### config.mk
export PLATFORM = sky130hd
export DESIGN_NAME = homo_window_detector
export DESIGN_NICKNAME = d
export VERILOG_FILES = /design/src/rtl/homo_pkg.sv /design/src/rtl/homo_delay_line.sv /design/src/rtl/homo_window_detector.sv
export SDC_FILE = /design/constraint.sdc
export NUM_CORES = 2
export LEC_CHECK = 0
export ABC_AREA = 1
export CAP_MARGIN = 20
export CORE_UTILIZATION = 45
export CTS_CLUSTER_SIZE = 40
export DETAILED_ROUTE_END_ITERATION = 8
export MAX_ROUTING_LAYER = met4
export PLACE_DENSITY = 0.65
export SYNTH_ARGS = -nofsm -noshare
export SYNTH_HDL_FRONTEND = slang
export SYNTH_SLANG_ARGS = --single-unit
### constraint.sdc
create_clock -name i_clk -period 32.8 [get_ports i_clk]
set_input_delay 6.56 -clock i_clk [delete_from_list [all_inputs] [get_ports i_clk]]
set_output_delay 6.56 -clock i_clk [all_outputs]
set_load 0.02 [all_outputs]
### src/rtl/homo_pkg.sv
// Shared defaults and SAD width helper for homo_window_detector.
package homo_pkg;

    localparam int DEFAULT_N     = 5;
    localparam int DEFAULT_PIX_W = 8;
    localparam int DEFAULT_DELAY = 32;

    // N*N*(2^pix_w-1) < 2^(pix_w + clog2(n*n)), so the SAD never wraps.
    function automatic int sad_width(input int n, input int pix_w);
        return pix_w + $clog2(n * n);
    endfunction

endpackage

### src/rtl/homo_delay_line.sv
// Fixed-depth shift register used to align detector results; DEPTH=0 is a wire.
module homo_delay_line #(
    parameter int WIDTH = 1,
    parameter int DEPTH = 1
) (
    input  logic             i_clk,
    input  logic             i_rst,
    input  logic [WIDTH-1:0] i_data,
    output logic [WIDTH-1:0] o_data
);

    generate
        if (DEPTH == 0) begin : g_bypass
            logic unused_clk_rst;
            assign unused_clk_rst = i_clk ^ i_rst;
            assign o_data         = i_data;
        end else begin : g_shift
            logic [WIDTH-1:0] stage [DEPTH];

            // NOTE: every stage is reset (not just the output) so windows in flight are discarded on reset.
            always_ff @(posedge i_clk or posedge i_rst) begin
                if (i_rst) begin
                    for (int i = 0; i < DEPTH; i++) stage[i] <= '0;
                end else begin
                    stage[0] <= i_data;
                    for (int i = 1; i < DEPTH; i++) stage[i] <= stage[i-1];
                end
            end

            assign o_data = stage[DEPTH-1];
        end
    endgenerate

endmodule

### src/rtl/homo_window_detector.sv
// Stereo window homogeneity detector: 3-stage SAD pipeline plus DELAY-cycle alignment.
// Optional per-frame textured-window statistics are enabled with `define HOMO_STATS_EN.
module homo_window_detector
    import homo_pkg::*;
#(
    parameter int N     = DEFAULT_N,
    parameter int PIX_W = DEFAULT_PIX_W,
    parameter int DELAY = DEFAULT_DELAY,
    parameter int SUM_W = sad_width(N, PIX_W)
) (
    input  logic                 i_clk,
    input  logic                 i_rst,
    input  logic                 i_valid,
    input  logic                 i_sof,
    input  logic [SUM_W-1:0]     i_thresh,
    input  logic [N*N*PIX_W-1:0] i_win_l,
    input  logic [N*N*PIX_W-1:0] i_win_r,
    output logic                 o_valid,
    output logic                 o_sof,
    output logic                 o_homo,
    output logic [SUM_W-1:0]     o_sad,
    output logic [31:0]          o_hcnt,
    output logic                 o_hcnt_valid
);

    localparam int NN   = N * N;
    localparam int DL_W = SUM_W + 3;

    // Threshold latch; the sof window itself sees the incoming value.
    logic [SUM_W-1:0] thresh_reg;
    logic [SUM_W-1:0] thresh_eff;
    logic             sof_in;

    assign sof_in     = i_valid && i_sof;
    assign thresh_eff = sof_in ? i_thresh : thresh_reg;

    // S1: per-pixel absolute differences
    logic [PIX_W-1:0] diff_c [NN];
    logic [PIX_W-1:0] s1_diff [NN];
    logic [SUM_W-1:0] s1_thresh;
    logic             s1_valid, s1_sof;

    // NOTE: locals in always_comb use blocking '='; all clocked state below uses non-blocking '<='.
    always_comb begin : abs_diff
        logic [PIX_W-1:0] pl, pr;
        pl = '0;
        pr = '0;
        for (int k = 0; k < NN; k++) begin
            pl        = i_win_l[k*PIX_W +: PIX_W];
            pr        = i_win_r[k*PIX_W +: PIX_W];
            diff_c[k] = (pl >= pr) ? pl - pr : pr - pl;
        end
    end

    always_ff @(posedge i_clk or posedge i_rst) begin
        if (i_rst) begin
            thresh_reg <= '1;
            s1_valid   <= 1'b0;
            s1_sof     <= 1'b0;
        end else begin
            s1_valid <= i_valid;
            s1_sof   <= sof_in;
            if (sof_in) thresh_reg <= i_thresh;
        end
    end

    // NOTE: payload registers carry no reset; the valid tags alone decide whether they mean anything.
    always_ff @(posedge i_clk) begin
        if (i_valid) begin
            for (int k = 0; k < NN; k++) s1_diff[k] <= diff_c[k];
            s1_thresh <= thresh_eff;
        end
    end

    // S2: row sums
    logic [SUM_W-1:0] row_c [N];
    logic [SUM_W-1:0] s2_row [N];
    logic [SUM_W-1:0] s2_thresh;
    logic             s2_valid, s2_sof;

    always_comb begin : row_sum
        logic [SUM_W-1:0] acc;
        acc = '0;
        for (int r = 0; r < N; r++) begin
            acc = '0;
            for (int c = 0; c < N; c++) acc = acc + SUM_W'(s1_diff[r*N + c]);
            row_c[r] = acc;
        end
    end

    always_ff @(posedge i_clk or posedge i_rst) begin
        if (i_rst) begin
            s2_valid <= 1'b0;
            s2_sof   <= 1'b0;
        end else begin
            s2_valid <= s1_valid;
            s2_sof   <= s1_valid && s1_sof;
        end
    end

    always_ff @(posedge i_clk) begin
        if (s1_valid) begin
            for (int r = 0; r < N; r++) s2_row[r] <= row_c[r];
            s2_thresh <= s1_thresh;
        end
    end

    // S3: total SAD and strict compare; payload holds through bubbles
    logic [SUM_W-1:0] total_c;
    logic [SUM_W-1:0] s3_sad;
    logic             s3_homo, s3_valid, s3_sof;

    always_comb begin : total_sum
        logic [SUM_W-1:0] acc;
        acc = '0;
        for (int r = 0; r < N; r++) acc = acc + s2_row[r];
        total_c = acc;
    end

    always_ff @(posedge i_clk or posedge i_rst) begin
        if (i_rst) begin
            s3_valid <= 1'b0;
            s3_sof   <= 1'b0;
            s3_homo  <= 1'b0;
            s3_sad   <= '0;
        end else begin
            s3_valid <= s2_valid;
            s3_sof   <= s2_valid && s2_sof;
            if (s2_valid) begin
                s3_sad  <= total_c;
                s3_homo <= total_c > s2_thresh;
            end
        end
    end

    // Bubbles shift S3's held payload along, so the ports keep the last valid result.
    logic [DL_W-1:0] dl_in, dl_out;
    assign dl_in = {s3_valid, s3_sof, s3_homo, s3_sad};

    homo_delay_line #(
        .WIDTH (DL_W),
        .DEPTH (DELAY)
    ) u_delay (
        .i_clk  (i_clk),
        .i_rst  (i_rst),
        .i_data (dl_in),
        .o_data (dl_out)
    );

    assign {o_valid, o_sof, o_homo, o_sad} = dl_out;

`ifdef HOMO_STATS_EN
    logic [31:0] hcnt_acc;
    logic        sof_seen;

    always_ff @(posedge i_clk or posedge i_rst) begin
        if (i_rst) begin
            hcnt_acc     <= '0;
            sof_seen     <= 1'b0;
            o_hcnt       <= '0;
            o_hcnt_valid <= 1'b0;
        end else begin
            o_hcnt_valid <= 1'b0;
            if (o_valid && o_sof) begin
                o_hcnt       <= hcnt_acc;
                o_hcnt_valid <= sof_seen;
                sof_seen     <= 1'b1;
                hcnt_acc     <= {31'd0, o_homo};
            end else if (o_valid && o_homo && (hcnt_acc != '1)) begin
                hcnt_acc <= hcnt_acc + 32'd1;
            end
        end
    end
`else
    assign o_hcnt       = '0;
    assign o_hcnt_valid = 1'b0;
`endif

endmodule

==> flow_summary.yaml <==
routing:
  routed_wl_mm: 103
  ant_nets: 0
  wl_per_cell_um: 14.8
  initialDrtViolationCount: 1597
  drtPass1Iterations: 9
  vias_per_cell: 4.66
  route.vias.total: 32459
  drc: 18
yosys:
  yosys_warnings: 0
  dominantRegCellSynth: "dfrtp_1"
  synth_top_area_share_pct: 27.6
  synthDistinctLibCells: 39
  synth_top_area_cell: "dfrtp_1"
  syn-cell-area_um2: 48200
  yosysSeqAreaShare_pct: 45.8
  synth_async_sr_flop_share_pct: 66.0
  synth_seq_cells: 826
  syn_avg_cell_area_um2: 9.51
  synth_edf_count: 281
  syn_inst: 5073
  synth_area_leaders: "dfrtp_1 28%, edfxtp_1 17%, ha_1 12%"
sta:
  fin_crit_sh_pct: 27.2
  drv_slew: 0
  tightest_slew_ns: 0.950
  skew_ns: 0.0316
  post-route-min-period_ns: 8.91
  relSlewSlack_pct: 36.7
  hold_viol: 0
  max_freq_mhz: 112
  setup_viol: 0
  fin_tns_setup_ns: 0
  rsz0062_at_grt: "no"
finish:
  regMostFlops: "u_delay.g_shift.stage"
  final_cell_count_no_fill: 6970
  nets: 6574
  drive_above_1_share_pct: 5.51
  area_growth_pct: 16.7
  largest_register_ffs: 496
  top_regs: "u_delay.g_shift.stage: 496 flops, s1_diff: 200 flops, s2_row: 55 flops"
setup_path:
  cp-end-kind: "asynchronous set/reset pin"
  cp_cell_sequence: "clkdlybuf4s50_1, inv_8, buf_4, buf_12"
  path_max_fanout: 189
  worstPathArrival_ns: 9.53
  cpPeakStageDelay_ns: 0.83
  worst_path_max_delay_cell: "buf_4"
  cp-start-kind: "input port"
  cp.required_ns: 33.41
  criticalPathCategory: "in -> async"
outcome:
  violations: "DRC"
  status: "complete, but fails checks"
grt:
  overflow: 0
  globalRoute.busiestLayer: "met2"
  grt_max_degree: 190
  grtUsageMet2_pct: 34.2
  met1_usage_pct: 25.2
  antenna_found_initial: 9
  grt_pass1_vias: 33221
  use_met3_pct: 2.67
  grt_pass1_wl_mm: 167
  grt_usage_pct: 19.9
placed_design:
  portBuffers: 432
  place_hpwl_mm: 79.6
  dp.cells: 6811
  gp_congestion: 0.873
die:
  die_y_um: 329
  start_util_pct: 45.6
  core_um2: 106000
  ios: 466
  rows: 119
  fp.dieArea_um2: 108000
  dieWidth_um: 329
clock_network:
  post-cts-setup-buffers: 0
  clk_pin_slew_worst_paths_ns: 0.06
  clock-root-buffer: "clkbuf_16"
  holdBufCountCts: 0
  cts_made_buffers: 81
  clkLatencyLatePin_ns: 0.64
  htreeDepth: 3
  cts_buffer_depth: 3
  cts_num_sinks: 826
  cts_resized: 0
  tritoncts: "yes"
pwr:
  peakVddDrop_mv: 0.121
  clockPowerShare_pct: 17.7
  switching_share_pct: 41.2
  power.internal_w: 0.00311
  combPwrFrac_pct: 50.7
  cellLeakagePower_nw: 28.7
  power-per-cell-area_nw_per_um2: 93.9
  switchingPower_w: 0.00218
  seqPwrFrac_pct: 31.6
hold_path:
  hold_class: "reg -> reg"
flow_run:
  drv_cap: 0
## cell usage after synthesis (13+ instances only)
cell and instances:
a21oi_1 235, a21oi_2 22, buf_4 63, buf_6 25, clkbuf_2 25, dfrtp_1 532
dfstp_2 13, edfxtp_1 281, fa_1 197, ha_1 457, inv_1 897, inv_2 33
nand2_1 1396, nand2_2 50, nand3_1 187, nor2_1 140, o21a_1 25, o21ai_0 99
o21ai_1 75, o21ai_2 40, o21bai_1 29, or2_1 25, xnor2_1 32, xor2_1 153
## power groups by stage
stage | combinational [W] | sequential, W | clock [W]
3_3_place_gp | 0.00267 | 0.00166 | 0
5_1_grt | 0.00314 | 0.00171 | 0.00100
2_1_floorplan | 0.00203 | 0.00163 | 0
4_1_cts | 0.00272 | 0.00168 | 0.000968
6_report | 0.00268 | 0.00167 | 0.000937
3_5_place_dp | 0.00270 | 0.00168 | 0
## cells by family (layout without fill, tap and decap cells)
logic type               after synthesis  in the layout  synth area share (%)
AND/OR/NAND/NOR                     1812           1812                  15.1
AO/OA/AOI/OAI                        540            540                  6.50
buffers and inverters               1055           1519                  9.23
other                                  1             43               0.00778
adder cells (fa/ha/maj)              654            654                  20.0
flip-flops                           826            826                  45.8
XOR/XNOR                             185            185                  3.36
## path summary, 6_finish.rpt
| check | start | to | slack [ns] | depth (start not counted) |
|---|---|---|---|---|
| min in group asynchronous | i_rst | u_delay.o_data[13] | 6.52 | 2 |
| hold reg to reg | u_delay.g_shift.stage[434] | u_delay.g_shift.stage[418] | 0.33 | 0 |
| setup reg to reg | s2_row[0][13] | s3_homo | 28.41 | 21 |
| setup / recovery | i_rst | u_delay.g_shift.stage[421] | 23.89 | 4 |
| max in group i_clk | i_valid | s1_diff[0][120] | 24.62 | 3 |
| hold / removal | u_delay.g_shift.stage[434] | u_delay.g_shift.stage[418] | 0.33 | 0 |
## placed cells by master (no fill, tap or decap), types with 11 or more instances in the layout
master              n
nand2_1          1396
inv_1             896
dfrtp_1           531
ha_1              457
clkdlybuf4s50_1   431
edfxtp_1          281
a21oi_1           235
fa_1              197
nand3_1           187
xor2_1            153
nor2_1            140
o21ai_0            99
clkbuf_16          85
o21ai_1            75
nand2_2            50
o21ai_2            40
inv_2              33
conb_1             33
xnor2_1            32
o21bai_1           29
or2_1              25
o21a_1             25
a21oi_2            22
clkinv_2           16
dfstp_2            13
clkbuf_1           11
## critical path: cells and delay by family
kind,cells,cell delay (ns)
buffers and inverters,4,2.74
## metal layers
layer / wire (um) / vias up
met3: 3390 / 93
met1: 45700 / 15365
met4: 1540 / 0
met2: 52300 / 514
li1: - / 16487
met5: 0 / -
## per-stage QoR
step	power [W]	hold WS (ns)	worst slack [ns]	area [um2]	util [%]
final	0.00529	0.328	23.89	56300	53.3
after global routing	0.00586	0.334	23.43	56300	53.3
after CTS	0.00538	0.319	23.86	56300	53.2
after detailed placement	0.00437	0.335	23.23	53500	50.6
after global placement	0.00433	0.331	23.32	53500	50.6
after floorplan	0.00366	0.331	11.03	48300	-
## layout make-up
type	count	area, um2
Antenna cell	10	25.0
Clock buffer	104	2280
Clock inverter	45	463
Fill cell	9525	49400
Inverter	930	3500
Multi-Input combinational cell	3224	21800
Sequential cell	826	22100
Tap cell	1391	1740
Timing Repair Buffer	440	4400
No activity file was read; power rests on OpenSTA's default activity.
==> variant, RTL diff (same settings) <==
Change the package constant `DEFAULT_DELAY` from 32 to 64.
--- a/src/rtl/homo_pkg.sv
+++ b/src/rtl/homo_pkg.sv
@@ -5,3 +5,3 @@
     localparam int DEFAULT_PIX_W = 8;
-    localparam int DEFAULT_DELAY = 32;
+    localparam int DEFAULT_DELAY = 64;
 
Function: no difference found for any inputs over 10 cycles, from zero or initial values and one cycle with i_rst high; that may be too few to reach the edited logic, so the function may still have changed.
==> variant against the original RTL <==
Fmax is 7.4% lower. Non-clock buffer count is 10 higher. Cell area is 27% higher. Global-route usage is 0.46 points lower. Highest routed layer unchanged. Worst setup slack worse by 0.72 ns. Sequential share of layout area is 9.5 points higher. Synthesized area is 27% higher. Power is 30% higher. Wire length is 22% higher. Count of clock-buffer cells in the layout is 82 higher. Utilization is 0.23 points higher. Sequential power is 47% higher. Register-to-register slack worse by 0.08 ns. Sequential cell count is 512 higher.
==> variant: results (changes against the original RTL) <==
stage	metric	value	unit	change
run_status	status	finished, final reports clean		was complete, but fails checks
power_and_ir_drop	maximum vdd drop	0.138	mV	was 0.121 mV
logic_synthesis	Synth Area in XOR/XNOR	0.0265		was 0.0336
global_routing	first-pass GRT wire length	202000	um	was 167,000 um
global_routing	antenna violations before repair	31		was 9
route	met2 WL	59300	um	was 52,300 um
power_and_ir_drop	Comb. pwr	2.84	mW	was 2.68 mW
route	final WL	126000	um	was 103,000 um
place	GPL Wtd Cong	0.881		was 0.873
route	Via density	4.62		was 4.66
cells_and_area	Final nets	7148		was 6,574
logic_synthesis	sequential fraction of the synthesis area	0.572		was 0.458
setup_path	Crit Path Max Fanout	200		was 189
route	first drt pass iteration count	5		was 9
route	DR iter-0 viols	1921		was 1,597
clock_network	cts bufs inserted	133		was 81
clock_network	H-tree depth	4		was 3
power_and_ir_drop	Leak	36.5	nW	was 28.7 nW
global_routing	vias in the first global route	38600		was 33,200
power_and_ir_drop	P_clk	1.55	mW	was 0.937 mW
route	met1 WL	55900	um	was 45,700 um
global_routing	largest net degree at the start of global routing	201		was 190
global_routing	GRT met2 Usage	0.309		was 0.342
route	residual DRC count	0		was 18
power_and_ir_drop	sw frac	0.380		was 0.412
global_routing	total track usage	0.194		was 0.199
logic_synthesis	Async S/R FF share, synth	0.790		was 0.660
timing	Worst Clk Skew	0.0513	ns	was 0.0316 ns
-- variant: cell types whose count changed after synthesis --
| cell | delta |
|---|---|
| dfrtp_1 | +512 |
-- variant: path summary, 6_finish.rpt --
check | startpoint | slack [ns] | endpoint
hold reg to reg | u_delay.g_shift.stage[913] | 0.31 | u_delay.g_shift.stage[897]
setup reg to reg | s2_row[0][13] | 28.33 | s3_homo
hold / removal | u_delay.g_shift.stage[913] | 0.31 | u_delay.g_shift.stage[897]
max in group i_clk | u_delay.o_data[1] | 24.48 | o_sad[1]
setup / recovery | i_rst | 23.17 | s1_valid
min in group asynchronous | i_rst | 6.08 | u_delay.o_data[0]
-- variant: worst max-delay path: cells and delay by family --
kind	cells	cell delay, ns
buffers and inverters	7	3.45
-- variant: through the flow --
stage	hold WS, ns	setup WS (ns)	instance area [um^2]	total power [mW]	cells
final	0.306	23.17	71700	6.85	7977
after global routing	0.309	22.57	71700	7.47	7976
after CTS	0.298	22.00	71500	6.98	7947
after detailed placement	0.335	21.24	66900	5.32	7707
after global placement	0.331	21.42	66900	5.28	7707
after floorplan	0.331	11.68	61200	4.45	5617
-- variant: layout make-up --
class / instances / area (um^2)
clock inverter: 54 / 808
inverter: 930 / 3490
clock buffer: 186 / 3840
antenna: 27 / 67.6
multi-input combinational: 3224 / 21800
fill: 11500 / 62300
tap: 1768 / 2210
sequential: 1338 / 34900
timing repair buffer: 450 / 4530
-- variant: cells by family after synthesis --
| family | Yosys count |
|---|---|
| flip-flops | 1338 |
| AO/OA/AOI/OAI | 540 |
| adder cells (fa/ha/maj) | 654 |
| XOR/XNOR | 185 |
| other | 1 |
| AND/OR/NAND/NOR | 1812 |
| buffers and inverters | 1055 |
